$ cat src/rtl/eeg_xram_pkg.sv
// Shared types for the XRAM read agent: FSM states and credit-counter sizing.
package eeg_xram_pkg;

  typedef enum logic [1:0] {
    IDLE  = 2'd0,
    ISSUE = 2'd1,
    DRAIN = 2'd2
  } xr_state_e;

  // One extra bit so the counter can hold DEPTH itself.
  function automatic int cred_w(input int depth);
    return $clog2(depth) + 1;
  endfunction

endpackage

$ cat src/rtl/eeg_xram_rd_fifo.sv
// Return buffer: synchronous FIFO with full/empty flags and same-cycle push/pop.
module eeg_xram_rd_fifo #(
  parameter int W     = 9,
  parameter int DEPTH = 4
) (
  input  logic         clk,
  input  logic         rst_n,
  input  logic         push,
  input  logic [W-1:0] wdat,
  input  logic         pop,
  output logic [W-1:0] rdat,
  output logic         full,
  output logic         empty
);
  localparam int PW = $clog2(DEPTH);

  logic [PW:0]               wp, rp;
  logic [DEPTH-1:0][W-1:0]   mem;
  logic                      do_push, do_pop;

  assign empty   = (wp == rp);
  assign full    = (wp[PW] != rp[PW]) && (wp[PW-1:0] == rp[PW-1:0]);
  assign do_push = push & ~full;
  assign do_pop  = pop & ~empty;
  assign rdat    = mem[rp[PW-1:0]];

  always_ff @(posedge clk or negedge rst_n) begin
    if (!rst_n) begin
      wp <= '0;
      rp <= '0;
    end else begin
      if (do_push) wp <= wp + 1'b1;
      if (do_pop)  rp <= rp + 1'b1;
    end
  end

  always_ff @(posedge clk) begin
    if (do_push) mem[wp[PW-1:0]] <= wdat;
  end

endmodule

$ cat src/rtl/eeg_xram_rd_agent.sv
// XRAM read initiator: burst command -> address stream, returned data -> output stream.
module eeg_xram_rd_agent
  import eeg_xram_pkg::*;
#(
  parameter int XRAM_ADD_AW = 12,
  parameter int XRAM_DAT_DW = 8,
  parameter int FIFO_DEPTH  = 4
) (
  input  logic                   clk,
  input  logic                   rst_n,
  input  logic                   CMD_VLD,
  output logic                   CMD_RDY,
  input  logic [XRAM_ADD_AW-1:0] CMD_ADD,
  input  logic [XRAM_ADD_AW-1:0] CMD_STP,
  input  logic [XRAM_ADD_AW-1:0] CMD_LEN,
  output logic                   XRAM_ADD_VLD,
  output logic                   XRAM_ADD_LST,
  input  logic                   XRAM_ADD_RDY,
  output logic [XRAM_ADD_AW-1:0] XRAM_ADD_ADD,
  input  logic                   XRAM_DAT_VLD,
  input  logic                   XRAM_DAT_LST,
  output logic                   XRAM_DAT_RDY,
  input  logic [XRAM_DAT_DW-1:0] XRAM_DAT_DAT,
  output logic                   OUT_VLD,
  input  logic                   OUT_RDY,
  output logic                   OUT_LST,
  output logic [XRAM_DAT_DW-1:0] OUT_DAT,
  output logic                   BUSY,
  output logic                   DONE,
  output logic                   ERR
);
  localparam int AW = XRAM_ADD_AW;
  localparam int DW = XRAM_DAT_DW;
  localparam int CW = cred_w(FIFO_DEPTH);

  xr_state_e     state;
  logic [AW-1:0] addr, stp, len, rem, rcnt;
  logic [CW-1:0] cred;
  logic          cmd_rdy, busy, err;
  logic          add_hs, out_hs, exp_lst, f_full, f_empty;
  logic [DW:0]   f_rdat;

  assign CMD_RDY      = cmd_rdy;
  assign BUSY         = busy;
  assign ERR          = err;
  assign XRAM_DAT_RDY = 1'b1;

  // Credits bound outstanding reads to the buffer depth, so returns never overflow.
  assign XRAM_ADD_VLD = (state == ISSUE) && (cred < CW'(FIFO_DEPTH));
  assign XRAM_ADD_LST = (state == ISSUE) && (rem == '0);
  assign XRAM_ADD_ADD = addr;
  assign add_hs       = XRAM_ADD_VLD & XRAM_ADD_RDY;

  assign OUT_VLD = ~f_empty;
  assign OUT_LST = ~f_empty & f_rdat[DW];
  assign OUT_DAT = f_empty ? '0 : f_rdat[DW-1:0];
  assign out_hs  = OUT_VLD & OUT_RDY;
  assign DONE    = out_hs & OUT_LST & (state == DRAIN);

  // The last marker comes from our own beat count; the responder's flag is only checked.
  assign exp_lst = (rcnt == len);

  always_ff @(posedge clk or negedge rst_n) begin
    if (!rst_n) begin
      state   <= IDLE;
      cmd_rdy <= 1'b1;
      busy    <= 1'b0;
      addr    <= '0;
      stp     <= '0;
      len     <= '0;
      rem     <= '0;
    end else begin
      case (state)
        IDLE: if (CMD_VLD) begin
          state   <= ISSUE;
          cmd_rdy <= 1'b0;
          busy    <= 1'b1;
          addr    <= CMD_ADD;
          stp     <= CMD_STP;
          len     <= CMD_LEN;
          rem     <= CMD_LEN;
        end
        ISSUE: if (add_hs) begin
          addr <= addr + stp;
          rem  <= rem - 1'b1;
          if (rem == '0) state <= DRAIN;
        end
        DRAIN: if (DONE) begin
          state   <= IDLE;
          cmd_rdy <= 1'b1;
          busy    <= 1'b0;
        end
        default: state <= IDLE;
      endcase
    end
  end

  always_ff @(posedge clk or negedge rst_n) begin
    if (!rst_n) begin
      cred <= '0;
      rcnt <= '0;
      err  <= 1'b0;
    end else begin
      case ({add_hs, out_hs})
        2'b10:   cred <= cred + CW'(1);
        2'b01:   cred <= cred - CW'(1);
        default: cred <= cred;
      endcase
      if (CMD_VLD && cmd_rdy)  rcnt <= '0;
      else if (XRAM_DAT_VLD)   rcnt <= rcnt + 1'b1;
      if (XRAM_DAT_VLD && ((XRAM_DAT_LST != exp_lst) || f_full)) err <= 1'b1;
    end
  end

  eeg_xram_rd_fifo #(.W(DW + 1), .DEPTH(FIFO_DEPTH)) u_fifo (
    .clk   (clk),
    .rst_n (rst_n),
    .push  (XRAM_DAT_VLD),
    .wdat  ({exp_lst, XRAM_DAT_DAT}),
    .pop   (out_hs),
    .rdat  (f_rdat),
    .full  (f_full),
    .empty (f_empty)
  );

endmodule

$ cat config.mk
export PLATFORM = sky130hd
export DESIGN_NAME = eeg_xram_rd_agent
export DESIGN_NICKNAME = d
export VERILOG_FILES = /design/src/rtl/eeg_xram_pkg.sv /design/src/rtl/eeg_xram_rd_fifo.sv /design/src/rtl/eeg_xram_rd_agent.sv
export SDC_FILE = /design/constraint.sdc
export NUM_CORES = 1
export LEC_CHECK = 0
export ABC_CLOCK_PERIOD_IN_PS = 1900
export CAP_MARGIN = 20
export CELL_PAD_IN_SITES_DETAIL_PLACEMENT = 1
export CELL_PAD_IN_SITES_GLOBAL_PLACEMENT = 1
export CORE_MARGIN = 3
export CORE_UTILIZATION = 40
export CTS_CLUSTER_SIZE = 28
export DETAILED_ROUTE_END_ITERATION = 8
export DONT_BUFFER_PORTS = 1
export GPL_TIMING_DRIVEN = 0
export HOLD_SLACK_MARGIN = 0.15
export PLACE_DENSITY_LB_ADDON = 0.1
export SKIP_LAST_GASP = 1
export SLEW_MARGIN = 15
export SYNTH_ARGS = -nofsm -noshare
export SYNTH_HDL_FRONTEND = slang
export SYNTH_SLANG_ARGS = --single-unit
$ cat constraint.sdc
create_clock -name clk -period 1.9 [get_ports clk]
set_input_delay 0.285 -clock clk [delete_from_list [all_inputs] [get_ports clk]]
set_output_delay 0.285 -clock clk [all_outputs]
set_load 0.1 [all_outputs]
==> results of run 1 <==
[stage by stage]
| stage | setup slack [ns] | area, um2 | std cells | hold WS [ns] | setup TNS [ns] |
|---|---|---|---|---|---|
| 6_report | -0.532 | 7150 | 775 | -0.398 | -7.42 |
| 5_1_grt | -0.641 | 7150 | 775 | -0.414 | -9.70 |
| 4_1_cts | -0.526 | 6930 | 760 | -0.410 | -7.59 |
| 3_5_place_dp | -0.857 | 5910 | 685 | -0.00343 | -6.86 |
| 3_3_place_gp | -0.801 | 5910 | 685 | -0.00467 | -5.57 |
| 2_1_floorplan | -0.276 | 5690 | 509 | -0.0106 | -1.32 |
[logic make-up (layout without fill, tap and decap cells)]
| kind of cell | Yosys count | in the layout | synth area share |
|---|---|---|---|
| AND/OR/NAND/NOR | 195 | 195 | 0.167 |
| flip-flops | 110 | 110 | 0.536 |
| AO/OA/AOI/OAI | 90 | 90 | 0.106 |
| XOR/XNOR | 41 | 41 | 0.0657 |
| buffers and inverters | 39 | 128 | 0.0304 |
| adder cells (fa/ha/maj) | 22 | 22 | 0.0531 |
| multiplexers | 11 | 11 | 0.0410 |
| other | 1 | 2 | 0.000686 |
[routing by layer]
layer	up-vias	GRT usage	share of wire
met4	0	0.0938	0.023
met2	81	0.367	0.51
met5	-	0	0
met3	25	0.0444	0.051
met1	2079	0.261	0.41
li1	1945	-	-
[registers in the layout, indices dropped and copies added, names as in the netlist]
| register | count |
|---|---|
| u_fifo.mem | 36 |
| XRAM_ADD_ADD | 12 |
| len | 12 |
| rcnt | 12 |
| rem | 12 |
| stp | 12 |
| cred | 3 |
| u_fifo.rp | 3 |
| u_fifo.wp | 3 |
| state | 2 |
| BUSY | 1 |
| CMD_RDY | 1 |
| ERR | 1 |
[critical path: stages (launching register included)]
cell	delay (ns)
dfrtp_4	0.64
ha_4	0.20
inv_2	0.04
fa_2	0.36
nor2b_4	0.14
o31a_1	0.27
o2111ai_2	0.17
a2111oi_2	0.35
a31oi_1	0.11
nand3_1	0.10
[area by class of cell]
type	count	area (um2)
clock buffer	9	225
sequential	110	2980
inverter	17	68.8
fill	1402	6140
multi-input combinational	360	2700
antenna	1	2.50
clock inverter	7	96.3
buffer	22	166
timing repair buffer	73	697
tap	176	220
[final timing paths]
check / slack (ns) / depth (start not counted) / startpoint / end
worst max-delay path: -0.53 / 9 / XRAM_ADD_ADD[0] / XRAM_ADD_ADD[8]
worst min-delay path: -0.40 / 0 / rst_n / u_fifo.wp[2]
worst max register to register: -0.53 / 9 / XRAM_ADD_ADD[0] / XRAM_ADD_ADD[8]
worst min register to register: 0.49 / 2 / stp[9] / stp[9]
max in group asynchronous: 2.12 / 0 / rst_n / CMD_RDY
min in group clk: 0.16 / 2 / CMD_LEN[10] / rem[10]
[synthesized netlist by cell type (7+ instances only)]
library cell | number | area, um2
nand2_1 | 96 | 360
inv_1 | 16 | 60.1
mux4_2 | 9 | 203
a21oi_1 | 24 | 120
and3_1 | 12 | 75.1
edfxtp_1 | 36 | 1080
nor3_1 | 7 | 35.0
xor2_1 | 16 | 140
nor2_1 | 31 | 116
ha_1 | 20 | 250
o21ai_0 | 23 | 115
xnor2_1 | 25 | 219
nand3_1 | 9 | 45.0
clkbuf_1 | 15 | 56.3
dfrtp_1 | 73 | 1830
and2_1 | 11 | 68.8
[what timing repair did]
item	in CTS	in global routing
gates resized for setup	41	50
pin swaps	20	28
endpoints found under the hold margin	146	74
endpoints found under the setup margin	52	100
cloned	1	0
setup buffers	17	16
==> report_table.html, run 1 <==
<table>
<tr><th>Metric</th><th>Value</th></tr>
<tr><th colspan="2">Final layout</th></tr>
<tr><td>Fin util</td><td>0.538</td></tr>
<tr><td>Leading cell type in the layout, fill and taps excluded</td><td>nand2_1</td></tr>
<tr><td>Share of post-route cells with drive strength above 1</td><td>0.258</td></tr>
<tr><td>Post-synthesis to final-layout area growth</td><td>30.8%</td></tr>
<tr><td>Net count of the finished layout</td><td>666</td></tr>
<tr><td>Most used cells in the layout excluding fill and tap cells</td><td>95 x nand2_1, 59 x dfrtp_1, 41 x dlygate4sd3_1</td></tr>
<tr><th colspan="2">Route</th></tr>
<tr><td>Detailed router's first-iteration violation count</td><td>210</td></tr>
<tr><td>DRT Wirelength</td><td>15500 um</td></tr>
<tr><td>Number of vias per cell</td><td>5.33</td></tr>
<tr><td>Router iterations before antenna repair</td><td>4</td></tr>
<tr><td>Number of nets with antenna violations after detailed routing</td><td>0</td></tr>
<tr><td>Via count</td><td>4130</td></tr>
<tr><td>Post-DR wirelength/cell</td><td>20.0 um</td></tr>
<tr><td>Count of unresolved DRC violations after routing</td><td>0</td></tr>
<tr><th colspan="2">Global route</th></tr>
<tr><td>Overall track demand over capacity in global routing</td><td>0.214</td></tr>
<tr><td>Number of antenna violations at the first check in global routing</td><td>1</td></tr>
<tr><td>Vias in the first global route</td><td>4522</td></tr>
<tr><td>Total grt overflow</td><td>0</td></tr>
<tr><td>Global-route wire length before repair</td><td>24300 um</td></tr>
<tr><td>Pin count of the biggest net entering global routing</td><td>75</td></tr>
<tr><th colspan="2">Status</th></tr>
<tr><td>Violations in the final reports</td><td>negative hold slack, negative setup slack</td></tr>
<tr><td>Run status</td><td>finished, violations left</td></tr>
<tr><th colspan="2">Die</th></tr>
<tr><td>Area of the die</td><td>15100 um2</td></tr>
<tr><td>I/O pin count</td><td>80</td></tr>
<tr><td>Die Y</td><td>123 um</td></tr>
<tr><td>Horizontal die dimension</td><td>123 um</td></tr>
<tr><td>Std-Cell Rows</td><td>42</td></tr>
<tr><td>Core box area</td><td>13300 um2</td></tr>
<tr><td>Starting density of the core</td><td>0.411</td></tr>
<tr><th colspan="2">Clock network</th></tr>
<tr><td>TritonCTS buffer count</td><td>9</td></tr>
<tr><td>Cell at the root of the clock tree</td><td>clkbuf_16</td></tr>
<tr><td>Number of buffers inserted by hold repair at cts</td><td>41</td></tr>
<tr><td>Clk_lat worst skew</td><td>0.37 ns</td></tr>
<tr><td>Number of levels in the clock H-tree</td><td>3</td></tr>
<tr><td>Clock tree from TritonCTS</td><td>yes</td></tr>
<tr><td>Clock slew seen by the registers of the worst setup and hold paths</td><td>0.08 ns</td></tr>
<tr><td>Number of sinks driven by the clock tree</td><td>110</td></tr>
<tr><td>Maximum root-to-sink buffer count</td><td>2</td></tr>
<tr><th colspan="2">Run</th></tr>
<tr><td>Number of maximum-capacitance violations</td><td>0</td></tr>
<tr><th colspan="2">Synthesis</th></tr>
<tr><td>Share of flip-flops with an asynchronous set or reset after synthesis</td><td>0.673</td></tr>
<tr><td>Register bit total from synthesis</td><td>110</td></tr>
<tr><td>Avg Inst Size Synth</td><td>10.7 um2</td></tr>
<tr><td>Number of standard cells after synthesis</td><td>509</td></tr>
<tr><td>Leading register cell type out of synthesis</td><td>dfrtp_1</td></tr>
<tr><td>Number of different library cells in the post-synthesis netlist</td><td>63</td></tr>
<tr><td>Net count after synthesis</td><td>582</td></tr>
<tr><td>Yosys warning count</td><td>0</td></tr>
<tr><td>Register area share after synthesis</td><td>0.536</td></tr>
<tr><td>Summed instance area of the synthesized netlist</td><td>5470 um2</td></tr>
<tr><td>Number of enable flip-flop cells after synthesis</td><td>36</td></tr>
<tr><th colspan="2">Worst setup path</th></tr>
<tr><td>Required time worst endpoint</td><td>2.20 ns</td></tr>
<tr><td>Startpoint type of the worst setup path</td><td>flop</td></tr>
<tr><td>Critical path peak fanout</td><td>4</td></tr>
<tr><td>Arrival time at the worst endpoint</td><td>2.73 ns</td></tr>
<tr><td>Worst Setup Path Type</td><td>flop to flop</td></tr>
<tr><td>Setup crit end kind</td><td>flop</td></tr>
<tr><th colspan="2">STA</th></tr>
<tr><td>Final setup violation count</td><td>28</td></tr>
<tr><td>RSZ-0062 raised after global routing</td><td>yes</td></tr>
<tr><td>Final Hold Vio Count</td><td>74</td></tr>
<tr><td>Final number of max-transition violations</td><td>0</td></tr>
<tr><td>Slew at the pin closest to its max-slew limit</td><td>0.986 ns</td></tr>
<tr><td>Final clock skew</td><td>0.0114 ns</td></tr>
<tr><td>Worst setup margin</td><td>-0.532 ns</td></tr>
<tr><td>Highest Clock Rate</td><td>411 MHz</td></tr>
<tr><td>Fin crit period</td><td>2.43 ns</td></tr>
<tr><td>Worst-case hold slack</td><td>-0.398 ns</td></tr>
<tr><td>Max-slew headroom</td><td>0.342</td></tr>
<tr><td>Post-route fraction of the period consumed by the critical path</td><td>1.28</td></tr>
<tr><th colspan="2">Placement</th></tr>
<tr><td>HPWL after detailed placement</td><td>10100 um</td></tr>
<tr><td>IO Port Bufs</td><td>0</td></tr>
<tr><td>Routability cong.</td><td>0.807</td></tr>
<tr><th colspan="2">Worst hold path</th></tr>
<tr><td>Classification of the worst-slack hold path</td><td>input port to async pin</td></tr>
</table>
Power of run 1 is left out: the tool's default activity adds up to more than one toggle a clock period on the data nets, which glitch-free logic cannot reach.
==> inputs of run 2 (changes only) <==
- ABC_CLOCK_PERIOD_IN_PS: 1900 -> 2700
- clock period: 1.9 -> 2.7 ns (I/O delays scaled with it)
==> report_table.html, run 2 (synthesis gave the netlist of run 1 again) <==
<table>
<tr><th>Metric</th><th>Value</th></tr>
<tr><th colspan="2">Status</th></tr>
<tr><td>Run status</td><td>finished, final reports clean</td></tr>
<tr><th colspan="2">Global route</th></tr>
<tr><td>Overall track demand over capacity in global routing</td><td>0.199 (-0.0151)</td></tr>
<tr><td>Number of antenna violations at the first check in global routing</td><td>0 (-1)</td></tr>
<tr><td>Total grt overflow</td><td>0 (unchanged)</td></tr>
<tr><td>Pin count of the biggest net entering global routing</td><td>75 (unchanged)</td></tr>
<tr><td>GR Util met2</td><td>0.340 (-0.0266)</td></tr>
<tr><td>Grt peak-use layer</td><td>met2</td></tr>
<tr><td>Global-route wire length before repair</td><td>22900 um (-5.9%)</td></tr>
<tr><td>Vias in the first global route</td><td>4233 (-6.4%)</td></tr>
<tr><td>Global routing usage on met1</td><td>0.243 (-0.0178)</td></tr>
<tr><td>Fraction of met3 tracks used by global routing</td><td>0.0526 (+0.00823)</td></tr>
<tr><th colspan="2">Route</th></tr>
<tr><td>Number of vias per cell</td><td>5.30 (-0.50%)</td></tr>
<tr><td>Count of unresolved DRC violations after routing</td><td>0 (unchanged)</td></tr>
<tr><td>Via count</td><td>3860 (-6.5%)</td></tr>
<tr><td>DRT Wirelength</td><td>14000 um (-9.6%)</td></tr>
<tr><td>Number of nets with antenna violations after detailed routing</td><td>0 (unchanged)</td></tr>
<tr><td>Detailed router's first-iteration violation count</td><td>174 (-17%)</td></tr>
<tr><td>Post-DR wirelength/cell</td><td>19.3 um (-3.7%)</td></tr>
<tr><td>Router iterations before antenna repair</td><td>4 (unchanged)</td></tr>
<tr><th colspan="2">Worst setup path</th></tr>
<tr><td>Worst path top cell family by delay</td><td>simple AND/OR/NAND/NOR gates</td></tr>
<tr><td>Setup crit end kind</td><td>output pin</td></tr>
<tr><td>Startpoint of the most critical setup path</td><td>rem[4]</td></tr>
<tr><td>Start of the worst register-to-register path</td><td>XRAM_ADD_ADD[3]</td></tr>
<tr><td>Critical path peak fanout</td><td>6 (+2)</td></tr>
<tr><td>Worst Setup Path Type</td><td>flop to output pin</td></tr>
<tr><td>Startpoint type of the worst setup path</td><td>flop</td></tr>
<tr><td>Arrival time at the worst endpoint</td><td>2.17 ns (-0.56 ns)</td></tr>
<tr><td>Crit-path cells</td><td>or3_4 &gt; nor4_4 &gt; nand4b_1 &gt; nor2_4</td></tr>
<tr><td>Required time worst endpoint</td><td>2.30 ns (+0.10 ns)</td></tr>
<tr><td>Number of buffers and inverters on the critical path</td><td>0 (-1)</td></tr>
<tr><td>Number of cells on the critical path</td><td>4 (-5)</td></tr>
<tr><td>Max stage delay on crit path</td><td>0.57 ns (-0.07 ns)</td></tr>
<tr><td>Length in cells of the worst reg-to-reg path</td><td>7 (-2)</td></tr>
<tr><td>Cell with the largest stage delay on the worst path</td><td>nor2_4</td></tr>
<tr><th colspan="2">Worst hold path</th></tr>
<tr><td>Classification of the worst-slack hold path</td><td>input port to flop</td></tr>
<tr><td>Hold depth</td><td>2</td></tr>
<tr><td>HP Start</td><td>CMD_STP[11]</td></tr>
<tr><th colspan="2">STA</th></tr>
<tr><td>RSZ-0062 raised after global routing</td><td>no</td></tr>
<tr><td>Final clock skew</td><td>0.00824 ns (-0.00319 ns)</td></tr>
<tr><td>Final number of max-transition violations</td><td>0 (unchanged)</td></tr>
<tr><td>Final setup violation count</td><td>0 (-100%)</td></tr>
<tr><td>Slew at the pin closest to its max-slew limit</td><td>1.02 ns (+0.0346 ns)</td></tr>
<tr><td>Max-slew headroom</td><td>0.319 (-0.0230)</td></tr>
<tr><td>Fin crit period</td><td>2.57 ns</td></tr>
<tr><td>Highest Clock Rate</td><td>389 MHz</td></tr>
<tr><td>Worst setup margin</td><td>0.128 ns (+0.660 ns)</td></tr>
<tr><td>Post-route fraction of the period consumed by the critical path</td><td>0.953</td></tr>
<tr><td>Final Hold Vio Count</td><td>0 (-100%)</td></tr>
<tr><th colspan="2">Clock network</th></tr>
<tr><td>Number of levels in the clock H-tree</td><td>3 (unchanged)</td></tr>
<tr><td>Clock slew seen by the registers of the worst setup and hold paths</td><td>0.08 ns (about the same)</td></tr>
<tr><td>Cell at the root of the clock tree</td><td>clkbuf_16</td></tr>
<tr><td>Number of sinks driven by the clock tree</td><td>110 (unchanged)</td></tr>
<tr><td>Clk_lat worst skew</td><td>0.36 ns (about the same)</td></tr>
<tr><td>Maximum root-to-sink buffer count</td><td>2 (unchanged)</td></tr>
<tr><td>Clock tree from TritonCTS</td><td>yes</td></tr>
<tr><td>TritonCTS buffer count</td><td>9 (unchanged)</td></tr>
<tr><th colspan="2">Final layout</th></tr>
<tr><td>Flip-flop count of the largest register after layout</td><td>36 (unchanged)</td></tr>
<tr><td>Post-synthesis to final-layout area growth</td><td>16.4%</td></tr>
<tr><td>Net count of the finished layout</td><td>620 (-6.9%)</td></tr>
<tr><td>Share of post-route cells with drive strength above 1</td><td>0.129 (-0.129)</td></tr>
<tr><td>Sequential cell area</td><td>2950 um2 (-1.0%)</td></tr>
<tr><td>Number of diodes added for antenna fixing</td><td>0 (-1)</td></tr>
<tr><td>Fin util</td><td>0.479 (-0.0591)</td></tr>
<tr><td>Leading cell type in the layout, fill and taps excluded</td><td>nand2_1</td></tr>
<tr><td>Count of non-filler cells in the finished layout</td><td>728 (-6.1%)</td></tr>
<tr><td>Most used cells in the layout excluding fill and tap cells</td><td>95 x nand2_1, 66 x dfrtp_1, 36 x edfxtp_1</td></tr>
<tr><td>Footprint of the multi-input gates</td><td>2440 um2 (-9.5%)</td></tr>
<tr><td>Layout fillers</td><td>1438 (+2.6%)</td></tr>
<tr><td>Area of all placed cells without fillers</td><td>6370 um2 (-11%)</td></tr>
<tr><th colspan="2">Die</th></tr>
<tr><td>Starting density of the core</td><td>0.411 (unchanged)</td></tr>
<tr><td>Core box area</td><td>13300 um2 (unchanged)</td></tr>
<tr><td>Area of the die</td><td>15100 um2 (unchanged)</td></tr>
<tr><td>Std-Cell Rows</td><td>42 (unchanged)</td></tr>
<tr><td>I/O pin count</td><td>80 (unchanged)</td></tr>
<tr><td>Die Y</td><td>123 um (unchanged)</td></tr>
<tr><td>Horizontal die dimension</td><td>123 um (unchanged)</td></tr>
<tr><th colspan="2">Placement</th></tr>
<tr><td>HPWL after detailed placement</td><td>10000 um (-0.86%)</td></tr>
<tr><td>Setup slack after placement</td><td>-0.317 ns (+0.540 ns)</td></tr>
<tr><td>Routability cong.</td><td>0.794 (-1.6%)</td></tr>
<tr><td>Placed Instance Area</td><td>5700 um2 (-3.6%)</td></tr>
<tr><td>Placed cell count</td><td>685 (unchanged)</td></tr>
<tr><td>IO Port Bufs</td><td>0 (unchanged)</td></tr>
<tr><th colspan="2">Run</th></tr>
<tr><td>Number of maximum-capacitance violations</td><td>0 (unchanged)</td></tr>
</table>
==> run 2: stage by stage <==
stage / hold slack, ns / setup TNS [ns]
floorplan: 0.109 / -0.0480
finish: 0.160 / 0
global placement: 0.112 / -0.983
global route: 0.166 / 0
CTS: 0.152 / -0.0884
detailed placement: 0.112 / -1.22
==> run 2: what timing repair did <==
item,4_1_cts,5_1_grt
setup buffers,1,0
setup endpoints to repair,20,7
hold endpoints to repair,122,0
pin swaps,2,4
resized for setup,28,11
hold buffers,26,0
==> run 2: final timing paths <==
| kind | end | slack, ns |
|---|---|---|
| max in group asynchronous | XRAM_ADD_ADD[0] | 1.73 |
| worst max-delay path | XRAM_ADD_LST | 0.13 |
| worst min-delay path | stp[11] | 0.16 |
| worst max register to register | XRAM_ADD_ADD[11] | 0.20 |
| min in group asynchronous | rcnt[11] | 0.62 |
| worst min register to register | stp[5] | 0.49 |
==> run 2: metal layers <==
layer  up-vias  part of all wire
li1       1848                 -
met1      1931              0.42
met2        68              0.51
met3        13             0.056
met4         0             0.017
met5         -                 0
==> run 2: final cells by class <==
class / instances / area share
timing repair buffer: 27 / 0.0448
tap: 176 / 0.0346
buffer: 22 / 0.0173
inverter: 17 / 0.0100
clock inverter: 7 / 0.0114
multi-input combinational: 360 / 0.384
clock buffer: 9 / 0.0354
sequential: 110 / 0.463
==> run 2: worst register-to-register path, stage by stage (launching register included) <==
cell      delay [ns]
dfrtp_2         0.70
ha_1            0.38
and3_1          0.20
a221oi_2        0.44
o21bai_2        0.12
a31oi_1         0.25
xnor2_1         0.17
o22ai_1         0.11
Power of run 2 is left out for the same reason.
